**config.mk**
```make
export PLATFORM = sky130hd
export DESIGN_NAME = io_arbiter
export DESIGN_NICKNAME = d
export VERILOG_FILES = /design/src/rtl/io_arbiter_pkg.sv /design/src/rtl/io_arbiter_tag_fifo.sv /design/src/rtl/io_arbiter.sv
export SDC_FILE = /design/constraint.sdc
export NUM_CORES = 1
export LEC_CHECK = 0
export ABC_AREA = 0
export CORE_ASPECT_RATIO = 1.25
export CORE_UTILIZATION = 30
export DETAILED_ROUTE_END_ITERATION = 6
export GPL_ROUTABILITY_DRIVEN = 0
export PLACE_DENSITY = 0.62
export SLEW_MARGIN = 25
export SYNTH_ARGS = -nofsm -noshare
export SYNTH_HDL_FRONTEND = slang
export SYNTH_SLANG_ARGS = --single-unit
```
**constraint.sdc**
```tcl
create_clock -name clk -period 5.36 [get_ports clk]
set_input_delay 0.804 -clock clk [delete_from_list [all_inputs] [get_ports clk]]
set_output_delay 0.804 -clock clk [all_outputs]
set_load 0.01 [all_outputs]
```
**src/rtl/io_arbiter_pkg.sv**
```systemverilog
// Shared types and constants for the two-requester IO arbiter.
package io_arbiter_pkg;

  localparam int NUM_REQ                 = 2;
  localparam int DEFAULT_MAX_OUTSTANDING = 4;
  localparam int DATA_W                  = 32;

  // Requester identifier carried through the read-tag FIFO.
  typedef logic [$clog2(NUM_REQ)-1:0] req_id_t;

endpackage

```
**src/rtl/io_arbiter_tag_fifo.sv**
```systemverilog
// In-order FIFO of requester IDs for device reads in flight.
// A read return always belongs to the oldest outstanding read.
module io_arbiter_tag_fifo
  import io_arbiter_pkg::*;
#(
  parameter int DEPTH = DEFAULT_MAX_OUTSTANDING,
  localparam int PW   = $clog2(DEPTH),
  localparam int CW   = PW + 1
) (
  input  logic          clk,
  input  logic          rst,
  input  logic          push_i,
  input  logic          pop_i,
  input  req_id_t       id_i,
  output req_id_t       id_o,
  output logic [CW-1:0] count_o,
  output logic          full_o,
  output logic          empty_o
);

  req_id_t [DEPTH-1:0] mem_q;
  logic [PW-1:0]       wr_q, wr_d, rd_q, rd_d;
  logic [CW-1:0]       cnt_q, cnt_d;
  logic                do_push, do_pop;

  assign full_o  = (cnt_q == CW'(DEPTH));
  assign empty_o = (cnt_q == '0);
  assign count_o = cnt_q;
  assign id_o    = mem_q[rd_q];

  // Pointers wrap naturally because DEPTH is a power of two.
  always_comb begin
    do_push = push_i & ~full_o;
    do_pop  = pop_i & ~empty_o;
    wr_d    = do_push ? wr_q + 1'b1 : wr_q;
    rd_d    = do_pop  ? rd_q + 1'b1 : rd_q;
    cnt_d   = cnt_q;
    if (do_push && !do_pop) cnt_d = cnt_q + 1'b1;
    if (!do_push && do_pop) cnt_d = cnt_q - 1'b1;
  end

  // Storage, pointers and occupancy.
  always_ff @(posedge clk or posedge rst) begin
    if (rst) begin
      mem_q <= '0;
      wr_q  <= '0;
      rd_q  <= '0;
      cnt_q <= '0;
    end else begin
      if (do_push) mem_q[wr_q] <= id_i;
      wr_q  <= wr_d;
      rd_q  <= rd_d;
      cnt_q <= cnt_d;
    end
  end

endmodule

```
**src/rtl/io_arbiter.sv**
```systemverilog
// Round-robin arbiter sharing one IO device between two requesters.
// Reads are tagged in an in-order FIFO so returns are routed back to
// the requester that issued them.
module io_arbiter
  import io_arbiter_pkg::*;
#(
  parameter int MAX_OUTSTANDING = DEFAULT_MAX_OUTSTANDING
) (
  input  logic              clk,
  input  logic              reset,
  input  logic              m0Read,
  input  logic              m0Write,
  input  logic [DATA_W-1:0] m0DataIn,
  output logic              m0WaitRequest,
  output logic              m0ReadValid,
  output logic [DATA_W-1:0] m0DataOut,
  input  logic              m1Read,
  input  logic              m1Write,
  input  logic [DATA_W-1:0] m1DataIn,
  output logic              m1WaitRequest,
  output logic              m1ReadValid,
  output logic [DATA_W-1:0] m1DataOut,
  output logic              devRead,
  output logic              devWrite,
  output logic [DATA_W-1:0] devDataIn,
  input  logic              devReadValid,
  input  logic [DATA_W-1:0] devDataOut,
  output logic              error
);

  localparam int CW = $clog2(MAX_OUTSTANDING) + 1;

  logic [NUM_REQ-1:0] req, rd, elig, gnt;
  logic               gnt_rd;
  logic [DATA_W-1:0]  gnt_data;

  // Last granted requester; reset to m1 so m0 wins the first contention.
  logic last_q;

  logic              dev_rd_q, dev_rd_d, dev_wr_q, dev_wr_d;
  logic [DATA_W-1:0] dev_din_q, dev_din_d;

  logic [NUM_REQ-1:0]             rv_q, rv_d;
  logic [NUM_REQ-1:0][DATA_W-1:0] dout_q, dout_d;
  logic                           err_q, err_d;

  logic          fifo_push, fifo_pop, fifo_full, fifo_empty, orphan;
  req_id_t       fifo_tag;
  logic [CW-1:0] fifo_cnt;

  io_arbiter_tag_fifo #(.DEPTH(MAX_OUTSTANDING)) u_tag_fifo (
    .clk    (clk),
    .rst    (reset),
    .push_i (fifo_push),
    .pop_i  (fifo_pop),
    .id_i   (req_id_t'(gnt[1])),
    .id_o   (fifo_tag),
    .count_o(fifo_cnt),
    .full_o (fifo_full),
    .empty_o(fifo_empty)
  );

  // Arbitration: a read (which wins over a simultaneous write) is not
  // eligible while the tag FIFO is full, regardless of a same-cycle pop.
  always_comb begin
    req  = {m1Read | m1Write, m0Read | m0Write};
    rd   = {m1Read, m0Read};
    elig = req & ~(rd & {NUM_REQ{fifo_full}}) & {NUM_REQ{~reset}};
    gnt  = elig;
    if (&elig) gnt = last_q ? 2'b01 : 2'b10;
    gnt_rd   = |(gnt & rd);
    gnt_data = gnt[1] ? m1DataIn : m0DataIn;
  end

  assign m0WaitRequest = req[0] & ~gnt[0];
  assign m1WaitRequest = req[1] & ~gnt[1];

  // Tag FIFO control; a return with nothing outstanding is an orphan.
  always_comb begin
    fifo_push = gnt_rd;
    fifo_pop  = devReadValid & ~fifo_empty;
    orphan    = devReadValid & (fifo_cnt == '0);
  end

  // Next-state for device strobes, return strobes and sticky error.
  always_comb begin
    dev_rd_d  = gnt_rd;
    dev_wr_d  = (|gnt) & ~gnt_rd;
    dev_din_d = (|gnt) ? gnt_data : dev_din_q;
    rv_d      = '0;
    dout_d    = dout_q;
    for (int i = 0; i < NUM_REQ; i++) begin
      rv_d[i] = fifo_pop & (fifo_tag == req_id_t'(i));
      if (rv_d[i]) dout_d[i] = devDataOut;
    end
    err_d = err_q | orphan;
  end

  // Output and round-robin registers.
  always_ff @(posedge clk or posedge reset) begin
    if (reset) begin
      last_q    <= 1'b1;
      dev_rd_q  <= 1'b0;
      dev_wr_q  <= 1'b0;
      dev_din_q <= '0;
      rv_q      <= '0;
      dout_q    <= '0;
      err_q     <= 1'b0;
    end else begin
      if (|gnt) last_q <= gnt[1];
      dev_rd_q  <= dev_rd_d;
      dev_wr_q  <= dev_wr_d;
      dev_din_q <= dev_din_d;
      rv_q      <= rv_d;
      dout_q    <= dout_d;
      err_q     <= err_d;
    end
  end

  assign devRead     = dev_rd_q;
  assign devWrite    = dev_wr_q;
  assign devDataIn   = dev_din_q;
  assign m0ReadValid = rv_q[0];
  assign m1ReadValid = rv_q[1];
  assign m0DataOut   = dout_q[0];
  assign m1DataOut   = dout_q[1];
  assign error       = err_q;

endmodule

```
==> results of run 1 <==
-- worst max path at each step --
| stage | startpoint | end | slack, ps | cells after the start |
|---|---|---|---|---|
| floorplan | reset | m0WaitRequest | 510 | 5 |
| global placement | reset | m0WaitRequest | 1660 | 6 |
| detailed placement | reset | m0WaitRequest | 1580 | 6 |
| CTS | reset | m0WaitRequest | 1590 | 6 |
| global route | reset | m0WaitRequest | 1470 | 6 |
| finish | reset | m0WaitRequest | 1630 | 6 |
-- synthesized netlist by cell type, drive strengths merged, types with 2 or more instances --
cell    count
inv       106
mux2       68
mux2i       2
ha          5
xnor2       4
a222oi     32
buf        15
nand2       7
xor2        2
nor3b       2
nor2        7
dfrtp     112
-- worst max-delay path, stage by stage --
cell and delay, ps:
clkdlybuf4s50_1 650, inv_4 290, and3_1 250, a32o_2 270
nor2_1 100, clkdlybuf4s50_1 550
-- where the power goes --
group,switching [mW],internal [mW]
registers,0.214,1.24
logic,0.686,1.07
clock network,0.397,0.793
total,1.30,3.10
-- logic make-up (layout without fill, tap and decap cells) --
| kind of cell | Yosys count | count (layout) | synth area share [%] |
|---|---|---|---|
| and+or+nand+nor | 21 | 21 | 2.33 |
| muxes | 71 | 71 | 16.9 |
| DFF | 113 | 113 | 59.3 |
| adders and majority gates | 6 | 6 | 1.73 |
| buffers and inverters | 122 | 349 | 9.99 |
| AOI/OAI and AO/OA | 40 | 40 | 8.65 |
| xor gates and xnor gates | 6 | 6 | 1.10 |
-- registers in the layout (all words and copies together), names as in the netlist --
signal	flops
m0DataOut	32
m1DataOut	32
u_tag_fifo.wr_q	2
u_tag_fifo.rd_q	2
rv_q	2
devWrite	1
devRead	1
devDataIn	32
error	1
u_tag_fifo.mem_q	4
u_tag_fifo.count_o	3
last_q	1
-- metrics by stage --
stage,util [%],cells
after global placement,45.3,785
after CTS,49.6,818
after detailed placement,45.5,786
final,49.6,818
after global routing,49.6,818
after floorplan,-,379
-- area by class of cell --
type	count	area, um^2
tap	212	265
clock inverter	12	181
timing repair buffer	211	2120
clock buffer	20	447
inverter	106	400
sequential	113	2830
multi-input combinational	144	1480
fill	1421	7860
-- metal layers --
| metal | wire (um) | up-vias | share of wire [%] | GRT usage [%] |
|---|---|---|---|---|
| li1 | - | 1688 | - | - |
| met1 | 4770 | 1801 | 40 | 16.6 |
| met2 | 6050 | 176 | 51 | 26.8 |
| met3 | 990 | 15 | 8.3 | 5.52 |
| met4 | 142 | 0 | 1.2 | 5.67 |
| met5 | 0 | - | 0 | 0 |
==> summary.txt, run 1 <==
Logic synthesis
  • Netlist cell types: 32
  • Post-synthesis sequential area ratio: just under 60%
  • Yosys top cell area share: between 50% and 60%
  • Post-synth design cell area: 0.00477 mm^2
  • Post-synth EDFFs: 0
  • Ys Warns: 0
  • Syn nets: between 400 and 500
  • Synth Instances: between 300 and 400
  • Ys async rst share: between 90% and 100%
  • Top cells by area, synth: dfrtp_1 (59%), mux2_2 (14%), inv_1 (8.3%), a222oi_1 (6.7%), mux2_1 (2.1%)
  • Synthesized flop and latch total: roughly 110
  • Syn_area_per_cell: 12.6 um^2
  • Top FF cell, synth: dfrtp_1
  • Post-synth top area cell: dfrtp_1

Timing
  • Slew HR: between 40% and 50%
  • Minimum clock period: roughly 3700 ps
  • Final Cycle Share: 69.6%
  • Max-slew violations: 0
  • Worst slew pin tran: 825 ps
  • Final setup fails: 0
  • Final Hold Violating Endpoints: 0
  • Clock Skews: around 8.0 ps
  • RSZ-0062 raised after global routing: no
  • Fmax: approximately 0.27 GHz
  • Worst Slack Setup Final: between 1500 and 2000 ps
  • Worst hold margin: about 450 ps
  • Fin Setup TNS: 0 ps

Route
  • DRT iter0 DRCs: about 250
  • Drt pass-1 iters: 6
  • DRC Markers: 0
  • Vias after detailed routing: about 3700
  • Remaining antenna violation count: 0
  • Drt wl/cell: about 15 um
  • Vias per cell: about 4.5
  • Final wirelength: roughly 12000 um

Die
  • Row count: a little over 50
  • Core ar.: 0.0156 mm^2
  • Initial Util: about 30%
  • I/O pins: ~210
  • Die Height: around 140 um
  • Die Width: between 100 and 150 um
  • Total die area: ~0.016 mm^2

Critical path
  • Setup CP Type: primary input to output pin
  • FF-to-FF Start: last_q
  • Worst r2r path cells: 9
  • Setup slack, reg-to-reg: 3030 ps
  • Crit. End Element: output pin
  • CP Data Arrival Time: approximately 3000 ps
  • R2R Path End: u_tag_fifo.count_o[2]
  • CP required: between 4000 and 5000 ps
  • Crit path max fanout: 50
  • CP Launch Type: primary input

Layout
  • Most common cell after layout, fill and taps aside: clkdlybuf4s50_1
  • Share of cells above drive strength 1: between 10% and 20%
  • Most frequent cells in the layout: clkdlybuf4s50_1 (205), dfrtp_1 (112), inv_1 (105)
  • Design Area, Final: between 0.007 and 0.008 mm^2
  • Fin nets: 702
  • # diodes: 0
  • Synth-to-Final Area Change: 61.6%

Min path
  • WHS Endpoint: error
  • Hold WC Path Type: flip-flop to flip-flop
  • HP Start: error
  • Hold Path Depth: 1

GRT
  • Initial antenna violation count: 0
  • First-pass GRT wire length: between 15000 and 20000 um
  • Vias in the first global route: 3959
  • All-Layer GR Usage: approximately 15%
  • Total global routing overflow: 0
  • Largest net degree at the start of global routing: 66

Clocking
  • Clock Sink Count: approximately 110
  • Clk slew on worst S/H paths: ~50 ps
  • Hold-fix buffers, CTS: 0
  • Clk root buf: clkbuf_16
  • Cts repair resizes: 0
  • Clk Latency, worst-skew pair: roughly 400 ps
  • TritonCTS clock tree: yes
  • Num CTS Buffers: 17
  • # Post-CTS Setup Buffers: 0
  • CTS max path bufs: 2
  • H-tree levels: 4

Placement
  • IO buf count: ~210
  • DPL Wire Length: ~8700 um
  • Placed Area: 0.00709 mm^2
  • DP Worst Slack: 1580 ps

Power
  • Leak: around 3.6 nW
  • Final Total Pwr: about 4.4 mW
  • Pwr Density: 570 mW/mm^2
  • Peak VDD IR: approximately 0.20 mV

Run
  • Max-cap viol count: 0

Run status
  • Status: finished clean
Power figures use the tool's default switching activity.
==> run 2, diff against run 1 <==
PLACE_DENSITY = 0.65   (was 0.62)
clock period = 3.4 ns   (was 5.36 ns; I/O delays follow)
==> run 2 against run 1 <==
  * The flow now finishes with violations (DRC)
  * Clock-buffer cell count is 1 lower
  * Clock power increased by 65%
  * Power increased by 59%
  * Clock skew up 0.99 ps
  * Die area is the same
  * Register-to-register slack lost 1800 ps
  * Largest cell class unchanged
==> summary.txt, run 2 (same netlist as run 1, synthesis figures left out) <==
Run status
  • Status: finished with violations
  • Failing checks: DRC

Layout
  • # diodes: 0 (unchanged)
  • Most frequent cells in the layout: clkdlybuf4s50_1 (205), dfrtp_1 (112), inv_1 (105)
  • Synth-to-Final Area Change: 62.4%
  • Most common cell after layout, fill and taps aside: clkdlybuf4s50_1
  • Finished Core Util: 49.8% (+0.23 points)
  • Finished Layout Cells: 820 (+0.24%)
  • Fin nets: 704 (+0.28%)
  • Share of cells above drive strength 1: 18.4% (+0.76 points)

Critical path
  • Crit. End Element: output pin
  • Crit path max fanout: 4 (-92%)
  • CP required: 2890 ps (-1670 ps)
  • CP Data Arrival Time: 2330 ps (-600 ps)
  • Setup CP Type: primary input to output pin
  • CP Launch Type: primary input

Min path
  • Hold WC Path Type: flip-flop to flip-flop

Timing
  • Fmax: between 0.3 and 0.4 GHz
  • Worst slew pin tran: 738 ps (-86.8 ps)
  • Final setup fails: 0 (unchanged)
  • Worst hold margin: 462 ps (+10.1 ps)
  • Max-slew violations: 0 (unchanged)
  • Final Hold Violating Endpoints: 0 (unchanged)
  • RSZ-0062 raised after global routing: no
  • Final Cycle Share: 83.4%
  • Slew HR: 50.8% (+5.8 points)
  • Clock Skews: 9.01 ps (+0.991 ps)
  • Fin Setup TNS: 0 ps (unchanged)
  • Minimum clock period: 2840 ps

GRT
  • Vias in the first global route: 3919 (-1.0%)
  • Largest net degree at the start of global routing: 59 (-11%)
  • Total global routing overflow: 0 (unchanged)
  • First-pass GRT wire length: 19200 um (+0.29%)
  • Initial antenna violation count: 0 (unchanged)
  • All-Layer GR Usage: 15.2% (+0.020 points)

Placement
  • IO buf count: 205 (unchanged)
  • DPL Wire Length: 8430 um (-3.1%)
  • Placed Instances: 788 (+0.25%)

Clocking
  • TritonCTS clock tree: yes
  • Num CTS Buffers: 17 (unchanged)
  • Clk Latency, worst-skew pair: 410 ps (about the same)
  • Clk slew on worst S/H paths: 50 ps (about the same)
  • # Post-CTS Setup Buffers: 0 (unchanged)
  • Clk root buf: clkbuf_16
  • Clock Sink Count: 113 (unchanged)
  • H-tree levels: 4 (unchanged)
  • Hold-fix buffers, CTS: 0 (unchanged)
  • Cts repair resizes: 0 (unchanged)
  • CTS max path bufs: 2 (unchanged)

Die
  • Total die area: 0.0164 mm^2 (unchanged)
  • Die Height: 143 um (unchanged)
  • Die Width: 115 um (unchanged)
  • Initial Util: 30.7% (unchanged)
  • I/O pins: 206 (unchanged)
  • Core ar.: 0.0156 mm^2 (unchanged)
  • Row count: 51 (unchanged)

Route
  • DRC Markers: 2 (+2)
  • Drt wl/cell: 14.5 um (-0.73%)
  • Drt pass-1 iters: 7 (+1)
  • Remaining antenna violation count: 0 (unchanged)
  • Final wirelength: 11900 um (-0.49%)
  • Vias after detailed routing: 3664 (-0.43%)
  • Vias per cell: 4.47 (-0.68%)
  • DRT iter0 DRCs: 213 (-15%)

Power
  • Seq pwr share: 32.7% (-0.3 points)
  • Clock share of power: 28.0% (+0.9 points)
  • Net Sw Frac: 29.2% (-0.32 points)
  • Comb pwr share: 39.3% (-0.6 points)
  • Pwr Density: 903 mW/mm^2 (+58%)
  • Sw power: 2.04 mW (+57%)
  • Leak: 3.57 nW (about the same)
  • Peak VDD IR: 0.304 mV (+55%)
  • Cell internal pwr: 4.96 mW (+60%)

Run
  • Max-cap viol count: 0 (unchanged)
run 2: per-layer routing:
layer / vias to the layer above / global-route usage (%) / wire (um)
met5: - / 0 / 0
met4: 0 / 5.40 / 145
met3: 13 / 6.66 / 1070
met2: 167 / 26.3 / 5990
met1: 1785 / 16.4 / 4690
li1: 1699 / - / -
run 2: path summary, 6_finish.rpt:
check                                      start                    end  slack (ps)  depth (start not counted)
setup / recovery                           reset          m0WaitRequest         560                          6
hold / removal                             error                  error         460                          1
setup reg to reg           u_tag_fifo.count_o[0]  u_tag_fifo.count_o[2]        1200                         10
hold reg to reg                            error                  error         460                          1
max in group asynchronous                  reset          m1DataOut[20]        1330                          4
min in group asynchronous                  reset                  error         840                          3
run 2: layout make-up:
cell class                      count  area [um^2]
Fill cell                        1446         7820
Inverter                          106          402
Clock inverter                     13          206
Clock buffer                       19          453
Sequential cell                   113         2830
Tap cell                          212          265
Multi-Input combinational cell    144         1480
Timing Repair Buffer              213         2110
run 2: critical path: stages:
cell and delay, ps:
clkdlybuf4s50_1 640, clkinvlp_4 140, and3_1 170, a32o_2 260, nor2_4 70, clkdlybuf4s50_1 530
run 2: stage by stage:
| step | cell area, um^2 | power (mW) | setup slack (ps) |
|---|---|---|---|
| 2_1_floorplan | 4790 | 3.61 | -253 |
| 3_3_place_gp | 7090 | 5.01 | 597 |
| 3_5_place_dp | 7090 | 5.09 | 563 |
| 4_1_cts | 7750 | 7.11 | 557 |
| 5_1_grt | 7750 | 7.40 | 466 |
| 6_report | 7750 | 6.99 | 564 |
run 2: power by group through the flow:
stage	sequential, mW	combinational (mW)	clock (mW)
after floorplan	2.51	1.10	0
after global placement	2.28	2.73	0
after detailed placement	2.31	2.78	0
after CTS	2.30	2.80	2.01
after global routing	2.37	2.97	2.07
final	2.29	2.75	1.96
==> run 3, diff against run 2 <==
clock period = 2.3 ns   (was 3.4 ns; I/O delays follow)
==> run 3 against run 2 <==
  * The run now ends clean
  * Power is 40% higher
  * First-iteration DRC count is 1.9% higher
  * Sequential cell count stayed put
  * Largest cell class unchanged
  * Highest routed layer unchanged
  * Sequential share of layout area is 0.099 points higher
  * Via count is 1.9% higher
==> summary.txt, run 3 (same netlist as run 1, synthesis figures left out) <==
GRT
  • Largest net degree at the start of global routing: 60 (+1.7%)
  • Grt met2 use: 27.0% (+0.67 points)
  • Routing usage on met3: 5.31% (-1.4 points)
  • Top Usage Layer GRT: met2
  • All-Layer GR Usage: 15.2% (about the same)
  • First-pass GRT wire length: 19100 um (-0.18%)
  • Initial antenna violation count: 0 (unchanged)
  • Vias in the first global route: 3929 (+0.26%)
  • Total global routing overflow: 0 (unchanged)
  • Met1 Resource Use GR: 16.6% (+0.19 points)

Timing
  • Worst Slack Setup Final: 121 ps (-443 ps)
  • Worst hold margin: 452 ps (-10.1 ps)
  • Final setup fails: 0 (unchanged)
  • Fin Setup TNS: 0 ps (unchanged)
  • Final Hold Violating Endpoints: 0 (unchanged)
  • Fmax: roughly 0.46 GHz
  • Worst slew pin tran: 755 ps (+16.8 ps)
  • Clock Skews: 8.89 ps (-0.117 ps)
  • Slew HR: 49.7% (-1.1 points)
  • RSZ-0062 raised after global routing: no
  • Final Cycle Share: 94.7%
  • Minimum clock period: between 2000 and 2500 ps
  • Max-slew violations: 0 (unchanged)

Critical path
  • CP bufs+invs: 2 (-1)
  • Worst r2r path cells: 11 (+1)
  • Crit path max fanout: 3 (-1)
  • CP required: 1960 ps (-930 ps)
  • CP Data Arrival Time: 1830 ps (-500 ps)
  • CP delay by family, top: compound AO/OA/AOI/OAI gates
  • Setup CP Type: flip-flop to output pin
  • FF-to-FF Start: u_tag_fifo.count_o[2]
  • CP max stage cell: dfrtp_1
  • CP Launch Type: flip-flop
  • Crit. path cell count: 6 (unchanged)
  • Crit path from: u_tag_fifo.count_o[2]
  • CP peak stage delay: 390 ps (-250 ps)
  • Setup slack, reg-to-reg: 140 ps (-1060 ps)
  • R2R Path End: u_tag_fifo.count_o[2]
  • CP cell instances: nor3b_4 > buf_4 > a211o_2 > a21oi_2 > nor2_1 > clkdlybuf4s15_1
  • Crit. End Element: output pin

Layout
  • Synth-to-Final Area Change: 62.0%
  • Finished Core Util: 49.7% (-0.11 points)
  • Design Area, Final: 0.00773 mm^2 (-0.23%)
  • # diodes: 0 (unchanged)
  • Register area: 0.00283 mm^2 (about the same)
  • Finished Layout Cells: 831 (+1.3%)
  • Fin nets: 716 (+1.7%)
  • Area occupied by multi-input gates: 0.00148 mm^2 (unchanged)
  • Share of cells above drive strength 1: 19.7% (+1.3 points)
  • Most common cell after layout, fill and taps aside: clkdlybuf4s50_1
  • Most frequent cells in the layout: clkdlybuf4s50_1 (203), dfrtp_1 (111), inv_1 (105)
  • Fillcell total: 1405 (-2.8%)

Clocking
  • Clk Latency, worst-skew pair: 400 ps (about the same)
  • Clock Sink Count: 113 (unchanged)
  • CTS max path bufs: 2 (unchanged)
  • Clk slew on worst S/H paths: 50 ps (about the same)
  • TritonCTS clock tree: yes
  • Clk root buf: clkbuf_16
  • Num CTS Buffers: 17 (unchanged)
  • H-tree levels: 4 (unchanged)

Die
  • Core ar.: 0.0156 mm^2 (unchanged)
  • Die Width: 115 um (unchanged)
  • Total die area: 0.0164 mm^2 (unchanged)
  • Die Height: 143 um (unchanged)
  • Row count: 51 (unchanged)
  • I/O pins: 206 (unchanged)
  • Initial Util: 30.7% (unchanged)

Route
  • DRT iter0 DRCs: 217 (+1.9%)
  • Remaining antenna violation count: 0 (unchanged)
  • Drt wl/cell: 14.3 um (-1.6%)
  • Vias after detailed routing: 3734 (+1.9%)
  • Drt pass-1 iters: 6 (-1)
  • Vias per cell: 4.49 (+0.56%)
  • Final wirelength: 11900 um (-0.26%)
  • DRC Markers: 0 (-2)

Min path
  • HP Start: error
  • WHS Endpoint: error
  • Hold WC Path Type: flip-flop to flip-flop
  • Hold Path Depth: 1 (unchanged)

Placement
  • DPL Wire Length: 8480 um (+0.54%)
  • Placed Area: 0.00720 mm^2 (+1.5%)
  • DP Worst Slack: -182 ps (-744 ps)
  • IO buf count: 205 (unchanged)
  • Placed Instances: 797 (+1.1%)

Power
  • Leak: 3.60 nW (+0.61%)
  • Pwr Density: 1270 mW/mm^2 (+40%)
  • Final Total Pwr: 9.80 mW (+40%)
  • Peak VDD IR: 0.435 mV (+43%)

Run status
  • Status: finished clean

Run
  • Max-cap viol count: 0 (unchanged)
[run 3: changes by cell type in the layout (fill, tap and decap cells not counted), moves of 2 or more]
cell | previous run | this run
buf_12 | 0 | 3
buf_4 | 8 | 17
bufinv_16 | 5 | 0
clkbuf_1 | 0 | 2
clkdlybuf4s50_1 | 205 | 203
clkinv_2 | 2 | 7
clkinv_4 | 0 | 2
clkinvlp_4 | 6 | 3
[run 3: layer usage]
| layer | vias to the layer above | wire, um |
|---|---|---|
| met5 | - | 0 |
| met3 | 14 | 1050 |
| met4 | 0 | 152 |
| met2 | 178 | 6150 |
| li1 | 1718 | - |
| met1 | 1824 | 4510 |
[run 3: how the worst max path moves through the flow]
stage / to / slack (ps)
3_3_place_gp: u_tag_fifo.count_o[2] / -140
4_1_cts: m1WaitRequest / 20
6_report: m1WaitRequest / 120
5_1_grt: m1WaitRequest / 20
2_1_floorplan: m0WaitRequest / -1030
3_5_place_dp: u_tag_fifo.count_o[2] / -180
[run 3: worst reg2reg max path, delay by kind of cell (launching register included)]
kind                     cells  cell delay, ps
buffers and inverters        4             410
flip-flops                   1             390
adder cells (fa/ha/maj)      2             370
AO/OA/AOI/OAI                1             330
XOR/XNOR                     2             290
AND/OR/NAND/NOR              2             240
[run 3: what timing repair did]
item                                    CTS  global route
hold buffers                              0             0
endpoints found under the setup margin    2             1
setup buffers                             2             1
resized for setup                         3             1
pin swaps                                 1             0
[run 3: cell type report]
| type | instances | share of cell area [%] |
|---|---|---|
| Clock inverter | 11 | 0.874 |
| Multi-Input combinational cell | 144 | 19.2 |
| Clock buffer | 20 | 5.78 |
| Tap cell | 212 | 3.43 |
| Sequential cell | 113 | 36.6 |
| Inverter | 106 | 5.19 |
| Timing Repair Buffer | 225 | 28.9 |
[run 3: power breakdown]
part | internal, mW | total [mW] | switching [mW]
registers | 2.89 | 3.38 | 0.490
clock network | 1.38 | 2.25 | 0.869
logic | 2.56 | 4.17 | 1.62
